File: src/rtl/prores_bitstream_pkg.sv
// prores_bitstream_pkg: shared types and sizing helpers for the ProRes bitstream packers
// Contents: state_t (RUN/FLUSH), width helpers, ceil-bytes helper, parameter legality check
package prores_bitstream_pkg;

  typedef enum logic [0:0] {
    RUN   = 1'b0,
    FLUSH = 1'b1
  } state_t;

  function automatic int f_out_w(input int out_bytes);
    return out_bytes * 8;
  endfunction

  function automatic int f_acc_w(input int out_bytes, input int max_code_bits);
    return f_out_w(out_bytes) + max_code_bits;
  endfunction

  function automatic int f_ceil_bytes(input int bits);
    return (bits + 7) / 8;
  endfunction

  function automatic bit f_params_ok(input int max_code_bits, input int out_bytes);
    return out_bytes >= 1 && max_code_bits >= 1 && max_code_bits <= f_out_w(out_bytes);
  endfunction

endpackage

File: src/rtl/prores_bit_append.sv
// prores_bit_append: masks a right-aligned codeword and appends it MSB-first to a left-aligned accumulator
// i_acc/i_fill: accumulator and its bit count; i_val/i_len: codeword and length (clamped to MAX_CODE_BITS)
// o_acc/o_fill: accumulator and count after the append; o_len: clamped length actually appended
module prores_bit_append #(
  parameter int MAX_CODE_BITS = 32,
  parameter int ACC_W         = 64
) (
  input  logic [ACC_W-1:0]                     i_acc,
  input  logic [$clog2(ACC_W+1)-1:0]           i_fill,
  input  logic [MAX_CODE_BITS-1:0]             i_val,
  input  logic [$clog2(MAX_CODE_BITS+1)-1:0]   i_len,
  output logic [ACC_W-1:0]                     o_acc,
  output logic [$clog2(ACC_W+1)-1:0]           o_fill,
  output logic [$clog2(MAX_CODE_BITS+1)-1:0]   o_len
);
  localparam int LW = $clog2(MAX_CODE_BITS + 1);
  localparam int FW = $clog2(ACC_W + 1);
  logic [MAX_CODE_BITS-1:0] w_mask;
  logic [ACC_W-1:0]         w_ext;
  logic [31:0]              w_sh;
  assign o_len  = i_len > LW'(MAX_CODE_BITS) ? LW'(MAX_CODE_BITS) : i_len;
  // at o_len == MAX_CODE_BITS the shift wraps to 0 and the subtraction yields all ones
  assign w_mask = (MAX_CODE_BITS'(1) << o_len) - MAX_CODE_BITS'(1);
  assign w_ext  = ACC_W'(i_val & w_mask);
  // bits below fill are always zero, so an OR places the codeword right after the held bits
  assign w_sh   = 32'(ACC_W) - 32'(i_fill) - 32'(o_len);
  assign o_acc  = i_acc | (w_ext << w_sh);
  assign o_fill = i_fill + FW'(o_len);
endmodule

File: src/rtl/prores_bit_packer.sv
// prores_bit_packer: packs variable-length codewords MSB-first into OUT_BYTES-wide words with flush and backpressure
// CLOCK/RESET: sole clock and asynchronous active-high reset
// in_valid/in_ready/in_val/in_len/in_flush: codeword beat; in_flush ends the stream after this beat
// out_valid/out_ready/out_data/out_bytes/out_last: packed word, valid leading bytes, final word of a stream
// total_bits: payload bits accepted since reset; fill_level: bits held in the accumulator
module prores_bit_packer
  import prores_bitstream_pkg::*;
#(
  parameter int MAX_CODE_BITS = 32,
  parameter int OUT_BYTES     = 4,
  parameter int CNT_BITS      = 64
) (
  input  logic                                                   CLOCK,
  input  logic                                                   RESET,
  input  logic                                                   in_valid,
  output logic                                                   in_ready,
  input  logic [MAX_CODE_BITS-1:0]                               in_val,
  input  logic [$clog2(MAX_CODE_BITS+1)-1:0]                     in_len,
  input  logic                                                   in_flush,
  output logic                                                   out_valid,
  input  logic                                                   out_ready,
  output logic [f_out_w(OUT_BYTES)-1:0]                          out_data,
  output logic [$clog2(OUT_BYTES+1)-1:0]                         out_bytes,
  output logic                                                   out_last,
  output logic [CNT_BITS-1:0]                                    total_bits,
  output logic [$clog2(f_acc_w(OUT_BYTES, MAX_CODE_BITS)+1)-1:0] fill_level
);
  localparam int OUT_W = f_out_w(OUT_BYTES);
  localparam int ACC_W = f_acc_w(OUT_BYTES, MAX_CODE_BITS);
  localparam int LW    = $clog2(MAX_CODE_BITS + 1);
  localparam int FW    = $clog2(ACC_W + 1);
  localparam int BW    = $clog2(OUT_BYTES + 1);
  if (!f_params_ok(MAX_CODE_BITS, OUT_BYTES)) begin : g_bad_params
    $error("prores_bit_packer: MAX_CODE_BITS must be in 1..OUT_BYTES*8");
  end
  state_t              r_state;
  logic [ACC_W-1:0]    r_acc, w_acc_in, w_acc_app;
  logic [FW-1:0]       r_fill, w_fill_in, w_fill_app;
  logic [LW-1:0]       w_len;
  logic                r_out_valid, r_out_last;
  logic [OUT_W-1:0]    r_out_data;
  logic [BW-1:0]       r_out_bytes;
  logic [CNT_BITS-1:0] r_total;
  logic                w_free, w_emit, w_final, w_accept;
  assign w_free    = !r_out_valid || out_ready;
  assign w_emit    = w_free && r_fill >= FW'(OUT_W);
  // final word of a flush; takes priority over w_emit when exactly one full word is left so it carries out_last
  assign w_final   = r_state == FLUSH && w_free && r_fill <= FW'(OUT_W);
  assign in_ready  = r_state == RUN && (r_fill < FW'(OUT_W) || w_emit);
  assign w_accept  = in_valid && in_ready;
  assign w_acc_in  = w_emit ? r_acc << OUT_W : r_acc;
  assign w_fill_in = w_emit ? r_fill - FW'(OUT_W) : r_fill;
  prores_bit_append #(
    .MAX_CODE_BITS(MAX_CODE_BITS),
    .ACC_W        (ACC_W)
  ) u_append (
    .i_acc (w_acc_in),
    .i_fill(w_fill_in),
    .i_val (in_val),
    .i_len (in_len),
    .o_acc (w_acc_app),
    .o_fill(w_fill_app),
    .o_len (w_len)
  );
  always_ff @(posedge CLOCK or posedge RESET) begin
    if (RESET) begin
      r_state     <= RUN;
      r_acc       <= '0;
      r_fill      <= '0;
      r_total     <= '0;
      r_out_valid <= 1'b0;
      r_out_data  <= '0;
      r_out_bytes <= '0;
      r_out_last  <= 1'b0;
    end else begin
      r_state     <= w_final ? RUN : (w_accept && in_flush) ? FLUSH : r_state;
      r_acc       <= w_final ? '0 : w_accept ? w_acc_app : w_acc_in;
      r_fill      <= w_final ? '0 : w_accept ? w_fill_app : w_fill_in;
      r_total     <= w_accept ? r_total + CNT_BITS'(w_len) : r_total;
      r_out_valid <= w_final || w_emit || (r_out_valid && !out_ready);
      if (w_final || w_emit) begin
        r_out_data  <= r_acc[ACC_W-1 -: OUT_W];
        r_out_bytes <= w_final ? BW'(f_ceil_bytes(int'(r_fill))) : BW'(OUT_BYTES);
        r_out_last  <= w_final;
      end
    end
  end
  assign out_valid  = r_out_valid;
  assign out_data   = r_out_data;
  assign out_bytes  = r_out_bytes;
  assign out_last   = r_out_last;
  assign total_bits = r_total;
  assign fill_level = r_fill;
endmodule
File: config.mk
export PLATFORM = sky130hd
export DESIGN_NAME = prores_bit_packer
export DESIGN_NICKNAME = d
export VERILOG_FILES = /design/src/rtl/prores_bitstream_pkg.sv /design/src/rtl/prores_bit_append.sv /design/src/rtl/prores_bit_packer.sv
export SDC_FILE = /design/constraint.sdc
export NUM_CORES = 1
export LEC_CHECK = 0
export ABC_CLOCK_PERIOD_IN_PS = 7700
export CAP_MARGIN = 20
export CORE_MARGIN = 8
export CORE_UTILIZATION = 50
export DETAILED_ROUTE_END_ITERATION = 16
export PLACE_DENSITY = 0.72
export SLEW_MARGIN = 20
export SYNTH_ARGS = -nofsm -noshare
export SYNTH_HDL_FRONTEND = slang
export SYNTH_HIERARCHICAL = 1
export SYNTH_SLANG_ARGS = --single-unit
File: constraint.sdc
create_clock -name CLOCK -period 7.7 [get_ports CLOCK]
set_clock_uncertainty 0.15 [all_clocks]
set_input_delay 0.77 -clock CLOCK [delete_from_list [all_inputs] [get_ports CLOCK]]
set_output_delay 0.77 -clock CLOCK [all_outputs]
set_load 0.005 [all_outputs]
== Word-level counts from Yosys, hierarchy flattened ==
Cells that the tools add are included.
Word-level totals
  output and inout bits: 109
  register bits: 173
  word-level logic and storage cells: 51
  input port bits: 43
Cells by class
  reduce and logical (&&, ||, !) cells: 15
  bitwise gates (word level): 4
  muxes and demuxes: 10
  magnitude comparators: 4
  shift operators: 2
  add/subtract/negate cells: 8
Operators with widths (count)
  $mux W64: 3
  $add A64 B6 Y64: 1
  $or A64 B64 Y64: 1
  $shl A64 B32 Y64: 1
  $and A32 B32 Y32: 1
  $shl A1 B6 Y32 const A: 1
  $sub A32 B2 Y32 const B: 1
  $sub A32 B6 Y32: 1
  $mux W7: 3
  $sub A7 B7 Y8 const A: 1
  $add A7 B6 Y7: 1
  $ge A7 B6 Y1 const B: 1
  $le A7 B6 Y1 const B: 1
  $logic_and A1 B1 Y1: 7
  $lt A7 B6 Y1 const B: 1
  $sub A7 B6 Y7 const B: 1
  $add A6 B3 Y6 const B: 1
  $gt A6 B6 Y1 const B: 1
  $mux W6: 1
  $logic_or A1 B1 Y1: 4
  $add A3 B1 Y3: 1
  $mux W3: 1
  $reduce_or A3 Y1: 1
  $logic_not A1 Y1: 2
  4 further kinds: 5

== Depth between registers and ports, before layout ==
  word-level depth: 10
  gate-level depth with buffers: 20
  mapped depth without buffers: 18

== Cells and area by module ==
The synthesis kept the hierarchy.
Modules (own cells, without submodules)
  prores_bit_packer: area each 8207.9 um^2, times used 1, sequential area each 4329.2 um^2, cells each 838
  prores_bit_append: area each 4663.2 um^2, times used 1, sequential area each 0.0 um^2, cells each 728

== Worst setup path before layout ==
No wires, ideal clock.
  path kind: reg2reg
  start: register r_fill[1], in the netlist fill_level[1]
  end: register r_acc[46]
  period minus slack after synthesis: 4579 ps
  arrival time: 4329 ps
  setup time: 99 ps
  buffers on the path: 2
  cell stages (with the launch flop): 20
  required time: 7451 ps
  setup slack: 3121 ps
  path through: dfrtp_1 or3_1 clkbuf_1 o41ai_4 nand2_1 buf_2 xnor2_1 inv_1 xor2_1 ha_1 o2111ai_1 and3b_1 xnor2_1 nor3_1 nand2_1 o32ai_1 nor3_1 nor3_1 nor2_1 a311oi_1
On the way
  cells in the longest elaborated chain, start to end: 9
  elaborated cells between the ends (all ways): 17
  those cells by class: add/sub: 3; order compare: 3; shift: 1; mux: 4; bitwise: 1; reduce/logical: 5
RTL lines
  from (decl): RTL line prores_bit_packer.sv:38  | logic [FW-1:0] r_fill, w_fill_in, w_fill_app;
  from (signal assigned): RTL line prores_bit_packer.sv:78  | r_fill <= w_final ? '0 : w_accept ? w_fill_app : w_fill_in;
  $ge A7 B6 Y1: RTL line prores_bit_packer.sv:46  | assign w_emit = w_free && r_fill >= FW'(OUT_W);
  $logic_and A1 B1 Y1: RTL line prores_bit_packer.sv:46
  $mux W7 (*): RTL line prores_bit_packer.sv:52  | assign w_fill_in = w_emit ? r_fill - FW'(OUT_W) : r_fill;
  named net w_fill_in[5]: RTL line prores_bit_packer.sv:38
  $sub A7 B7 Y8 (*): RTL line prores_bit_append.sv:26  | assign w_sh = 32'(ACC_W) - 32'(i_fill) - 32'(o_len);
  $sub A32 B6 Y32 (*): RTL line prores_bit_append.sv:26
  $shl A64 B32 Y64 (*): RTL line prores_bit_append.sv:27  | assign o_acc = i_acc | (w_ext << w_sh);
  $or A64 B64 Y64 (*): RTL line prores_bit_append.sv:27
  named net w_acc_app[46]: RTL line prores_bit_packer.sv:37  | logic [ACC_W-1:0] r_acc, w_acc_in, w_acc_app;
  $mux W64 (*) (2 in series): RTL line prores_bit_packer.sv:77  | r_acc <= w_final ? '0 : w_accept ? w_acc_app : w_acc_in;
  to (signal assigned): RTL line prores_bit_packer.sv:77
  to (decl): RTL line prores_bit_packer.sv:37
Mark *: on every way through the listed nets, which the timed path passes. The rest lies on a longest branch.
A chain may end at the register's enable or synchronous reset.

== Final worst setup path ==
  start: register r_fill[0], in the netlist fill_level[0]
  end: register r_acc[61]
Same word-level chain as after synthesis.

==> metrics.md <==
| Metric | Value |
|---|---|
| Ys async rst share | `1.00` |
| Crit path max fanout | `24` |
| DIE AREA | `about 0.031 mm^2` |
| Max cap viols | `0` |
| PortBufs | `151` |
| Slew headroom | `0.228` |
| Endpoint, Worst Hold | `total_bits[63]$_DFFE_PP0P_` |
| Main combinational cell family by area after synthesis | `simple AND/OR/NAND/NOR gates` |
| First-pass iteration count of the detailed router | `6` |
| Synth Area in Adders | `0.0231` |
| R2R Path Start | `fill_level[0]$_DFFE_PP0P_` |
| Commonest cells after routing, fill and taps aside | `nand2_1 (212), dfrtp_1 (173), clkdlybuf4s50_1 (151)` |
| Post-synthesis instance total | `1566` |
| Post-synth EDFFs | `0` |
| Commonest non-fill, non-tap cell in the layout | `nand2_1` |
| Drt drc | `0` |
| Antenna viol nets, final | `0` |
| Hold path cells | `1` |
| Reg2reg end | `r_acc[61]$_DFF_PP0_` |
| Layout cells sized above 1 | `0.0867` |
| Total grt overflow | `0` |
| Ant. Diodes | `0` |
| # clock sinks | `around 170` |
| Synth Area in XOR/XNOR | `0.0632` |
| F_max | `between 150 and 200 MHz` |
| Vias | `roughly 13000` |
| Distinct cell type count after synthesis | `89` |
| Clock latency on the worst-skew pair | `roughly 0.44 ns` |
| Die X | `176 um` |
| Flops & latches, synth | `173` |
| Avg Inst Size Synth | `about 8.2 um^2` |
| Bufs on Longest Clock Path | `2` |
| Final Net Count | `1713` |
| Routed length per instance | `roughly 23 um` |
| Core area | `~0.025 mm^2` |
| Status | `completed` |
| Synth-to-layout area growth | `18.1%` |
| CP arrival | `6.62 ns` |
| Sequential cell area fraction in the yosys report | `0.336` |
| Number of fill cells | `between 2000 and 2500` |
| WS Path Type | `flop to flop` |
| H-tree depth | `4` |
| Initial antenna violation count | `1` |
| Hpwl dp | `around 33 mm` |
| Top_reg_cell synth | `dfrtp_1` |
| Setup repair bufs after CTS | `0` |
| Minimum clock period | `about 6.4 ns` |
| Largest net degree at the start of global routing | `105` |
| Cells on worst reg2reg path | `19` |
| Cts bufs inserted | `17` |
| Critical path endpoint category | `flop` |
| Hold WC Path Type | `flop to flop` |
| Data required time of the worst path | `~7.9 ns` |
| Routed Wire Length | `around 46 mm` |
| Unrepaired setup endpoints after global routing | `no` |
| Number of gates resized after cts | `0` |
| Yosys Warn Count | `6` |
| Final Hold Fails | `0` |
| CP Launch Type | `flop` |
| Placer congestion estimate | `around 1` |
| IO Pins | `152` |
| Clock transition at path regs | `around 0.080 ns` |
| Vias per std cell | `6.44` |
| Synth Area in Compound Gates | `0.224` |
| Final setup TNS | `0 ns` |
| Final Cycle Share | `0.837` |
| Initial core utilization | `0.510` |
| Total track usage | `0.290` |
| Final Max Slew Viols | `0` |
| Die height | `about 180 um` |
| CTS root buffer | `clkbuf_16` |
| Final setup viols | `0` |
| Syn nets | `about 1600` |
| R2r setup slk | `around 1.3 ns` |
| First-pass GRT wire length | `slightly above 70 mm` |
| Num rows | `58` |
| TritonCTS clock tree | `yes` |
| Slew @ Worst Pin | `1.16 ns` |
| Worst Hold Launch | `total_bits[63]$_DFFE_PP0P_` |
| Vias in the first global route | `around 12000` |
| Mapped cell area | `0.0129 mm^2` |
| Synth Area in Simple Gates | `0.247` |
| Drt initial violations | `about 1500` |
| Multiplexer share of the synthesized area | `0.0542` |
| # hold bufs at CTS | `0` |
==> layout make-up <==
cell class / count / area [um^2] / share of cell area
multi-input cells: 1236 / 7950 / 0.523
flip-flops and latches: 173 / 4330 / 0.285
repair buffers: 180 / 1730 / 0.114
clock buffers: 17 / 425 / 0.0280
well taps: 330 / 413 / 0.0272
clock inverters: 15 / 196 / 0.0129
inverters: 40 / 155 / 0.0102
==> per-layer routing <==
layer,up-vias,global-route usage,part of all wire
li1,5879,-,-
met1,6194,0.381,0.42
met2,640,0.450,0.45
met3,109,0.0705,0.091
met4,0,0.121,0.041
met5,-,0,0
==> metrics by stage <==
step | worst slack [ns] | cell area [um^2] | util | instances | hold WS [ns]
2_1_floorplan | 2.09 | 12900 | - | 1566 | 0.308
3_3_place_gp | 1.47 | 14600 | 0.577 | 1959 | 0.310
3_5_place_dp | 1.50 | 14600 | 0.577 | 1959 | 0.318
4_1_cts | 1.43 | 15200 | 0.602 | 1991 | 0.340
5_1_grt | 1.11 | 15200 | 0.602 | 1991 | 0.352
6_report | 1.26 | 15200 | 0.602 | 1991 | 0.335
==> synthesized netlist by cell type (all sizes together) (21+ instances only) <==
master | n | area, um^2
inv | 40 | 150
nor3 | 41 | 231
and2 | 42 | 263
nor2 | 122 | 460
mux2i | 21 | 210
dfrtp | 173 | 4330
a311oi | 33 | 289
a21o | 26 | 195
nor4 | 21 | 138
buf | 44 | 251
nand4 | 25 | 156
mux2 | 41 | 465
a21oi | 86 | 430
clkbuf | 73 | 274
xor2 | 48 | 420
nand2 | 214 | 803
xnor2 | 44 | 393
nand3 | 115 | 576
o21ai | 68 | 344
==> critical path: stages, from the launching register on <==
cell	delay (ns)
dfrtp_1	0.55
or3_1	0.54
o41ai_4	0.38
nand2_2	0.41
xnor2_1	0.35
inv_1	0.14
xor2_1	0.19
ha_1	0.39
o2111ai_1	0.20
and3b_1	0.25
xnor2_1	0.14
buf_4	0.19
nor2_1	0.52
buf_4	0.32
nand2_1	0.19
nor3_2	0.67
a31oi_1	0.22
o31ai_1	0.11
nor2_1	0.08
a311oi_1	0.30
==> registers in the layout, indices dropped and copies added (netlist names) <==
name,count
fill_level,7
out_bytes,3
out_data,32
out_last,1
out_valid,1
r_acc,64
r_state,1
total_bits,64
==> how the worst max path moves through the flow <==
stage	start	end	slack, ns	cells past startpoint
final	fill_level[0]$_DFFE_PP0P_	r_acc[61]$_DFF_PP0_	1.26	19
after global routing	fill_level[0]$_DFFE_PP0P_	r_acc[61]$_DFF_PP0_	1.11	19
after CTS	fill_level[0]$_DFFE_PP0P_	r_acc[61]$_DFF_PP0_	1.43	19
after detailed placement	fill_level[0]$_DFFE_PP0P_	r_acc[61]$_DFF_PP0_	1.50	19
after global placement	in_len[1]	r_acc[61]$_DFF_PP0_	1.47	17
after floorplan	RESET	fill_level[0]$_DFFE_PP0P_	2.09	1
==> logic make-up (layout without fill, tap and decap cells) <==
kind of cell / after synthesis / after routing
AOI/OAI and AO/OA: 407 / 407
xor gates and xnor gates: 92 / 92
adders and majority gates: 22 / 22
buffers and inverters: 157 / 252
DFF: 173 / 173
muxes: 63 / 63
and+or+nand+nor: 652 / 652
Power is left out: the tool's default activity adds up to more than one toggle a clock period on the data nets, which glitch-free logic cannot reach.
